File: src/rtl/approx_ha_array_mul_pipe.sv
// Pipelined unsigned WIDTH x WIDTH multiplier built from half-adder row pairs.
// The low pair columns can be swapped for OR-only sums (carry dropped). The
// exact product runs alongside, so every result also carries its error.
// Three register stages with a valid/ready handshake; bubbles collapse.

// One row pair: rows 2k (x_lo) and 2k+1 (x_hi) compressed into t/b_vec.
module approx_ha_pair #(
  parameter int WIDTH       = 8,
  parameter int APPROX_COLS = 4
) (
  input  logic [WIDTH-1:0] y,
  input  logic             x_lo,
  input  logic             x_hi,
  input  logic             approx_en,
  output logic [WIDTH:0]   t,
  output logic [WIDTH-2:0] b_vec
);
  // Column-wise half adders; approximated columns OR the bits and lose the carry.
  always_comb begin
    t     = '0;
    b_vec = '0;
    t[0]  = y[0] & x_lo;
    for (int c = 1; c < WIDTH; c++) begin
      if (approx_en && (c < APPROX_COLS)) begin
        t[c] = (y[c] & x_lo) | (y[c-1] & x_hi);
      end else begin
        t[c] = (y[c] & x_lo) ^ (y[c-1] & x_hi);
        if (c == WIDTH-1) t[WIDTH]  = (y[c] & x_lo) & (y[c-1] & x_hi);
        else              b_vec[c-1] = (y[c] & x_lo) & (y[c-1] & x_hi);
      end
    end
    // Top bit of the odd row has no partner; it rides in the b_vec MSB.
    b_vec[WIDTH-2] = y[WIDTH-1] & x_hi;
  end
endmodule

module approx_ha_array_mul_pipe #(
  parameter int WIDTH       = 8,
  parameter int APPROX_COLS = 4
) (
  input  logic               clk,
  input  logic               rst_n,
  input  logic               in_valid,
  output logic               in_ready,
  input  logic [WIDTH-1:0]   x,
  input  logic [WIDTH-1:0]   y,
  input  logic               approx_en,
  output logic               out_valid,
  input  logic               out_ready,
  output logic [2*WIDTH-1:0] prod,
  output logic [2*WIDTH-1:0] err
);
  localparam int NP = WIDTH / 2;
  localparam int PW = WIDTH + 2;

  logic [3:1] vld_pipe;
  logic [3:1] ld;
  logic       accept;

  // A stage loads when empty or when its successor moves on this cycle.
  assign ld[3]     = ~vld_pipe[3] | out_ready;
  assign ld[2]     = ~vld_pipe[2] | ld[3];
  assign ld[1]     = ~vld_pipe[1] | ld[2];
  assign in_ready  = rst_n & ld[1];
  assign accept    = in_valid & in_ready;
  assign out_valid = vld_pipe[3];

  // Stage 1 combinational: per-pair half-adder compression
  logic [NP-1:0][WIDTH:0]   t_c;
  logic [NP-1:0][WIDTH-2:0] bv_c;
  logic [NP-1:0][WIDTH:0]   t_q;
  logic [NP-1:0][WIDTH-2:0] bv_q;
  logic [WIDTH-1:0]         x_q, y_q;

  for (genvar k = 0; k < NP; k++) begin : g_pair
    approx_ha_pair #(.WIDTH(WIDTH), .APPROX_COLS(APPROX_COLS)) u_pair (
      .y         (y),
      .x_lo      (x[2*k]),
      .x_hi      (x[2*k+1]),
      .approx_en (approx_en),
      .t         (t_c[k]),
      .b_vec     (bv_c[k])
    );
  end

  // Stage 2 combinational: pair values t + (b_vec << 2)
  logic [NP-1:0][PW-1:0] pv_c;
  logic [NP-1:0][PW-1:0] pv_q;
  logic [2*WIDTH-1:0]    exact_q;

  for (genvar k = 0; k < NP; k++) begin : g_pv
    assign pv_c[k] = {1'b0, t_q[k]} + {1'b0, bv_q[k], 2'b00};
  end

  // Stage 3 combinational: weighted sum of pairs; fits in 2*WIDTH bits
  logic [2*WIDTH-1:0] sum_c;
  always_comb begin
    sum_c = '0;
    for (int k = 0; k < NP; k++)
      sum_c = sum_c + ({{(WIDTH-2){1'b0}}, pv_q[k]} << (2*k));
  end

  // Valid bits and output registers; reset flushes everything in flight.
  always_ff @(posedge clk) begin
    if (!rst_n) begin
      vld_pipe <= '0;
      prod     <= '0;
      err      <= '0;
    end else begin
      if (ld[1]) vld_pipe[1] <= accept;
      if (ld[2]) vld_pipe[2] <= vld_pipe[1];
      if (ld[3]) vld_pipe[3] <= vld_pipe[2];
      if (ld[3] && vld_pipe[2]) begin
        prod <= sum_c;
        err  <= exact_q - sum_c;
      end
    end
  end

  // Stage 1/2 data; only meaningful while the matching valid bit is set.
  always_ff @(posedge clk) begin
    if (accept) begin
      t_q  <= t_c;
      bv_q <= bv_c;
      x_q  <= x;
      y_q  <= y;
    end
    if (ld[2] && vld_pipe[1]) begin
      pv_q    <= pv_c;
      exact_q <= {{WIDTH{1'b0}}, x_q} * {{WIDTH{1'b0}}, y_q};
    end
  end
endmodule

File: config.mk
export PLATFORM = sky130hd
export DESIGN_NAME = approx_ha_array_mul_pipe
export DESIGN_NICKNAME = d
export VERILOG_FILES = /design/src/rtl/approx_ha_array_mul_pipe.sv
export SDC_FILE = /design/constraint.sdc
export NUM_CORES = 1
export LEC_CHECK = 0
export ABC_AREA = 1
export CORE_MARGIN = 3
export CORE_UTILIZATION = 60
export CTS_CLUSTER_DIAMETER = 30
export CTS_CLUSTER_SIZE = 40
export DETAILED_ROUTE_END_ITERATION = 7
export PLACE_DENSITY = 0.79
export SYNTH_ARGS = -nofsm -noshare
export SYNTH_HDL_FRONTEND = slang
export SYNTH_HIERARCHICAL = 1
export SYNTH_SLANG_ARGS = --single-unit
File: constraint.sdc
create_clock -name clk -period 13.3 [get_ports clk]
set_clock_uncertainty 0.2 [all_clocks]
set_input_delay 3.325 -clock clk [delete_from_list [all_inputs] [get_ports clk]]
set_output_delay 3.325 -clock clk [all_outputs]
set_load 0.05 [all_outputs]
==> impl_metrics.csv, run 1 <==
group,metric,value,unit
critical_path,worstPathMaxFanout,3,
critical_path,r2r_start,"x_q[5]",
power,power_leakage,0.00699,uW
yosys,ys_types,38,
route,routed_wl,22800,microns
placement,post-dp-hpwl,17000,microns
sta,hold-worst-slack,0.218,ns
yosys,yosysMostFrequentCell,"inv_1",
yosys,yosys_register_bits,171,
sta,fin_setup_tns,0,ns
placement,gp_routability_congestion,0.885,
sta,fmax,0.116,GHz
placement,numPlacedInstances,1576,
critical_path,cp.arrival,5.09,ns
placement,place_area,12500,sq um
global_routing,gr-total-overflow,0,
global_routing,grt_pass1_wl,38500,microns
floorplanning,die_area,21300,sq um
yosys,async_flop_share,0,
critical_path,path_class,"in -> out",
route,num_vias,8206,
yosys,yosysTopAreaCell,"edfxtp_1",
clock_network,numCtsBuffers,17,
route,dr.pass1.iters,6,
layout,syn_to_final_growth,11.5,%
sta,fin_crit_sh,0.648,
sta,period_needed,8.62,ns
route,ant_nets,0,
clock_network,post_cts_buffers,0,
sta,rsz0062_at_grt,"false",
route,wl_per_cell,14.2,microns
sta,final_hold_viol_count,0,
clock_network,cts_tree,"built",
critical_path,startpoint_type,"input port",
floorplanning,io_pins,55,
power,vdd_drop_max,109,uV
clock_network,cts_htree_levels,4,
sta,final-max-slew-violation-count,0,
hold_path,hold_path.class,"reg -> reg",
placement,io_buffers,54,
run,drv_cap,0,
clock_network,clk-insertion-delay-late,0.43,ns
yosys,synth-main-ff-cell,"edfxtp_1",
floorplanning,rows,50,
floorplanning,core,19000,sq um
layout,drive_above_1_share,0.0430,
sta,worst-slew-pin-transition,1.06,ns
yosys,synthTopCellsByCount,"inv_1, nand2_1, ha_1",
layout,n_antenna_cell,0,
clock_network,path_clk_slew,0.07,ns
hold_path,min_from,"t_q[9]",
hold_path,min_to,"pv_q[10]",
critical_path,r2r-end,"exact_q[14]",
route,via_per_inst,5.10,
placement,dp_slack,4.67,ns
yosys,netlist_area,11700,sq um
floorplanning,initial_core_util,0.619,
yosys,yosys-top-cells-area,"edfxtp_1, ha_1, inv_1",
layout,final_area,13100,sq um
hold_path,holdPathStages,0,
global_routing,grt_start_max_net_pins,81,
yosys,yosysTopAreaCellShare,0.348,
clock_network,clockBufferDepth,2,
yosys,synthCells,1290,
clock_network,cts_resized,0,
clock_network,clock-root-buffer,"clkbuf_16",
outcome,status,"completed",
yosys,syn_nets,1504,
route,drc_errors,0,
yosys,yosysWarnings,6,
route,drt-initial-drc-count,425,
critical_path,worst-endpoint-required,9.77,ns
sta,slew_headroom,0.296,
sta,setup_violations,0,
yosys,ys_seq_area_frac,0.408,
clock_network,hold_buffers,0,
global_routing,grt_pass1_vias,8231,
global_routing,grt_usage,0.223,
global_routing,antenna_found_initial,0,
layout,fin_cells,1608,
power,power_density,139,nW/um^2
floorplanning,die_width,146,microns
sta,layout_setup_ws,4.68,ns
critical_path,rr_worst_depth,20,
clock_network,cts.sink_count,171,
yosys,syn_area_per_cell,9.10,sq um
layout,final_nets,1549,
critical_path,crit_path_end_kind,"output pin",
critical_path,ff2ff_setup_slack,8.32,ns
floorplanning,die_h,146,microns
yosys,synth-edff-count,136,
how the worst max path moves through the flow:
stage	slack (ns)	start	endpoint	cells after the start
2_1_floorplan	5.54	out_ready	bv_q[0]	8
3_3_place_gp	4.69	out_ready	in_ready	10
3_5_place_dp	4.67	out_ready	in_ready	10
4_1_cts	4.67	out_ready	in_ready	10
5_1_grt	4.51	out_ready	in_ready	10
6_report	4.68	out_ready	in_ready	10
area by class of cell:
class | instances | area (sq um)
clock buffers | 17 | 425
fillers | 1457 | 5870
inverters | 342 | 1280
flip-flops and latches | 171 | 4780
clock inverters | 15 | 180
well taps | 260 | 325
multi-input cells | 745 | 5520
repair buffers | 58 | 571
logic make-up (layout without fill, tap and decap cells):
group	Yosys count	in the layout	share of synthesized area
and+or+nand+nor	376	376	0.132
buffers and inverters	374	432	0.123
adders and majority gates	193	193	0.240
DFF	171	171	0.408
AOI/OAI and AO/OA	128	128	0.0601
xor gates and xnor gates	48	48	0.0370
through the flow:
| step | util | power, uW |
|---|---|---|
| floorplan | - | 1160 |
| global placement | 0.659 | 1290 |
| detailed placement | 0.659 | 1310 |
| CTS | 0.691 | 1820 |
| global route | 0.691 | 1940 |
| finish | 0.691 | 1820 |
flip-flops by register name, indices dropped and copies added, names as in the netlist:
register  cells
bv_q         28
err          16
exact_q      16
prod         16
pv_q         40
t_q          36
vld_pipe      3
x_q           8
y_q           8
layout by cell type (no fill, tap or decap), types with 3 or more instances in the layout:
master	netlist	final
a21o_1	6	6
a21oi_1	60	60
buf_4	9	4
clkbuf_16	0	17
clkdlybuf4s50_1	0	54
dfxtp_1	35	35
edfxtp_1	136	136
fa_1	54	54
ha_1	139	139
inv_1	337	336
inv_2	5	6
inv_6	0	3
inv_8	0	4
nand2_1	256	256
nand2_2	7	7
nand3_1	33	33
nand4_1	3	3
nor2_1	58	57
nor2_2	4	4
nor3_1	6	6
o211ai_1	6	6
o21ai_0	43	43
o221ai_1	3	3
xnor2_1	13	13
xor2_1	34	34
critical path, stage by stage:
cell and delay (ns):
clkdlybuf4s50_1 0.45, inv_1 0.03, nand2_1 0.09, nor2_1 0.05, inv_1 0.08, nor2_1 0.05, inv_1 0.06, nand2_1 0.10
inv_1 0.07, clkdlybuf4s50_1 0.79
metal layers:
layer	track usage	part of all wire	wire [microns]	vias up
met5	0	0	0	-
met2	0.399	0.51	11600	197
met4	0.0845	0.023	514	0
met3	0.0324	0.039	882	40
li1	-	-	-	4097
met1	0.275	0.43	9820	3872
power breakdown:
part / internal [uW] / switching, uW
sequential: 630 / 19.1
clock: 284 / 222
combinational: 246 / 416
(Power assumes the default switching activity.)
==> inputs of run 2 (changes only) <==
- CORE_UTILIZATION: 60 -> 56
- PLACE_DENSITY: 0.79 -> 0.78
- clock period: 13.3 -> 7.8 ns (I/O delays scaled with it)
==> impl_metrics.csv, run 2 (synthesis gave the netlist of run 1 again) <==
group,metric,value,unit
outcome,status,"completed",
floorplanning,initial_core_util,0.574,
clock_network,path_clk_slew,0.07,ns
power,power_leakage,0.00697,uW
floorplanning,core,20400,sq um
hold_path,hold_path.class,"reg -> reg",
floorplanning,io_pins,55,
critical_path,crit_cells,10,
critical_path,worst-endpoint-required,5.65,ns
sta,rsz0062_at_grt,"false",
clock_network,cts_resized,0,
floorplanning,die_width,151,microns
placement,post-dp-hpwl,16900,microns
critical_path,cp.arrival,3.73,ns
global_routing,grt_start_max_net_pins,57,
layout,drive_above_1_share,0.0431,
clock_network,clock-root-buffer,"clkbuf_16",
power,vdd_drop_max,171,uV
layout,num-fill-cells,1674,
floorplanning,die_h,151,microns
critical_path,path_class,"in -> out",
clock_network,numCtsBuffers,17,
clock_network,cts_htree_levels,4,
critical_path,r2r-end,"exact_q[14]",
clock_network,hold_buffers,0,
sta,fmax,0.170,GHz
route,routed_wl,22100,microns
critical_path,slowest_stage,"clkdlybuf4s50_1",
sta,worst-slew-pin-transition,1.12,ns
critical_path,slowest_delay,0.79,ns
sta,period_needed,5.88,ns
sta,setup_violations,0,
layout,n_antenna_cell,0,
sta,fin_setup_tns,0,ns
route,drt-initial-drc-count,590,
layout,biggestRegsByFlops,"pv_q (40), t_q (36), bv_q (28)",
run,drv_cap,0,
global_routing,gr-total-overflow,0,
floorplanning,die_area,22700,sq um
layout,syn_to_final_growth,11.2,%
layout,top_register,"pv_q",
critical_path,r2r_start,"y_q[2]",
global_routing,grt_pass1_vias,7927,
sta,layout_setup_ws,1.92,ns
critical_path,rr_worst_depth,20,
global_routing,antenna_found_initial,0,
hold_path,min_from,"t_q[10]",
critical_path,critical_path.cell_chain,"clkdlybuf4s50_1 -> inv_1 -> nand2_1 -> nor2_1 -> inv_1 -> nor2_1 -> inv_1 -> nand2_1 -> inv_1 -> clkdlybuf4s50_1",
clock_network,post_cts_buffers,0,
sta,final-max-slew-violation-count,0,
sta,slew_headroom,0.250,
critical_path,critical_path_buf_inv_count,6,
global_routing,grt_pass1_wl,36800,microns
hold_path,holdPathStages,0,
layout,layout_common_cells,"inv_1, nand2_1, ha_1",
critical_path,crit_top_cell,"inv_1",
route,dr.pass1.iters,5,
clock_network,cts_tree,"built",
clock_network,cts.sink_count,171,
critical_path,worstPathMaxFanout,3,
sta,fin_crit_sh,0.754,
layout,final_common_cell,"inv_1",
power,power_density,232,nW/um^2
critical_path,cp_top_family,"buffers and inverters",
route,ant_nets,0,
placement,io_buffers,54,
route,wl_per_cell,13.7,microns
critical_path,critPathCapture,"in_ready",
placement,gp_routability_congestion,0.862,
clock_network,clk-insertion-delay-late,0.43,ns
critical_path,ff2ff_setup_slack,2.98,ns
route,drc_errors,0,
critical_path,critPathLaunch,"out_ready",
critical_path,startpoint_type,"input port",
route,via_per_inst,5.02,
critical_path,crit_path_end_kind,"output pin",
route,num_vias,8116,
layout,largest_reg_flops,40,
sta,final_hold_viol_count,0,
layout,final_nets,1548,
global_routing,grt_usage,0.206,
floorplanning,rows,52,
placement,dp_slack,1.91,ns
clock_network,clockBufferDepth,2,
run 2: cell count changes in the layout (fill, tap and decap cells not counted), sizes merged:
cell / change
buf: -1
clkinvlp: +1
clkinv: +2
bufinv: -1
inv: -2
run 2: through the flow:
stage	power [uW]	cells	instance area (sq um)	hold WS, ns	utilization
2_1_floorplan	1970	1290	11700	0.200	-
3_3_place_gp	2200	1585	12500	0.201	0.611
3_5_place_dp	2230	1585	12500	0.209	0.611
4_1_cts	3050	1617	13100	0.232	0.639
5_1_grt	3240	1617	13100	0.236	0.639
6_report	3030	1617	13100	0.231	0.639
run 2: per-layer routing:
metal,global-route usage,share of wire,up-vias
met5,0,0,-
met4,0.0666,0.018,0
met3,0.0361,0.048,30
met2,0.363,0.49,202
met1,0.259,0.44,3790
li1,-,-,4094
run 2: layout make-up:
type,instances,area [sq um],share of cell area
multi-input cells,745,5520,0.423
flip-flops and latches,171,4780,0.366
inverters,342,1280,0.0983
repair buffers,57,563,0.0431
clock buffers,17,425,0.0326
well taps,270,338,0.0259
clock inverters,15,141,0.0108
run 2: where the power goes:
part / leakage [uW] / total [uW] / switching (uW) / internal [uW]
Sequential: 0.00159 / 1110 / 34.9 / 1070
Combinational: 0.00510 / 1110 / 695 / 416
Clock: 0.000277 / 809 / 363 / 446
Total: 0.00697 / 3030 / 1090 / 1940
run 2: worst min-delay path by stage:
| stage | to |
|---|---|
| global placement | pv_q[31] |
| floorplan | pv_q[0] |
| finish | pv_q[11] |
| CTS | pv_q[10] |
| global route | pv_q[21] |
| detailed placement | pv_q[10] |
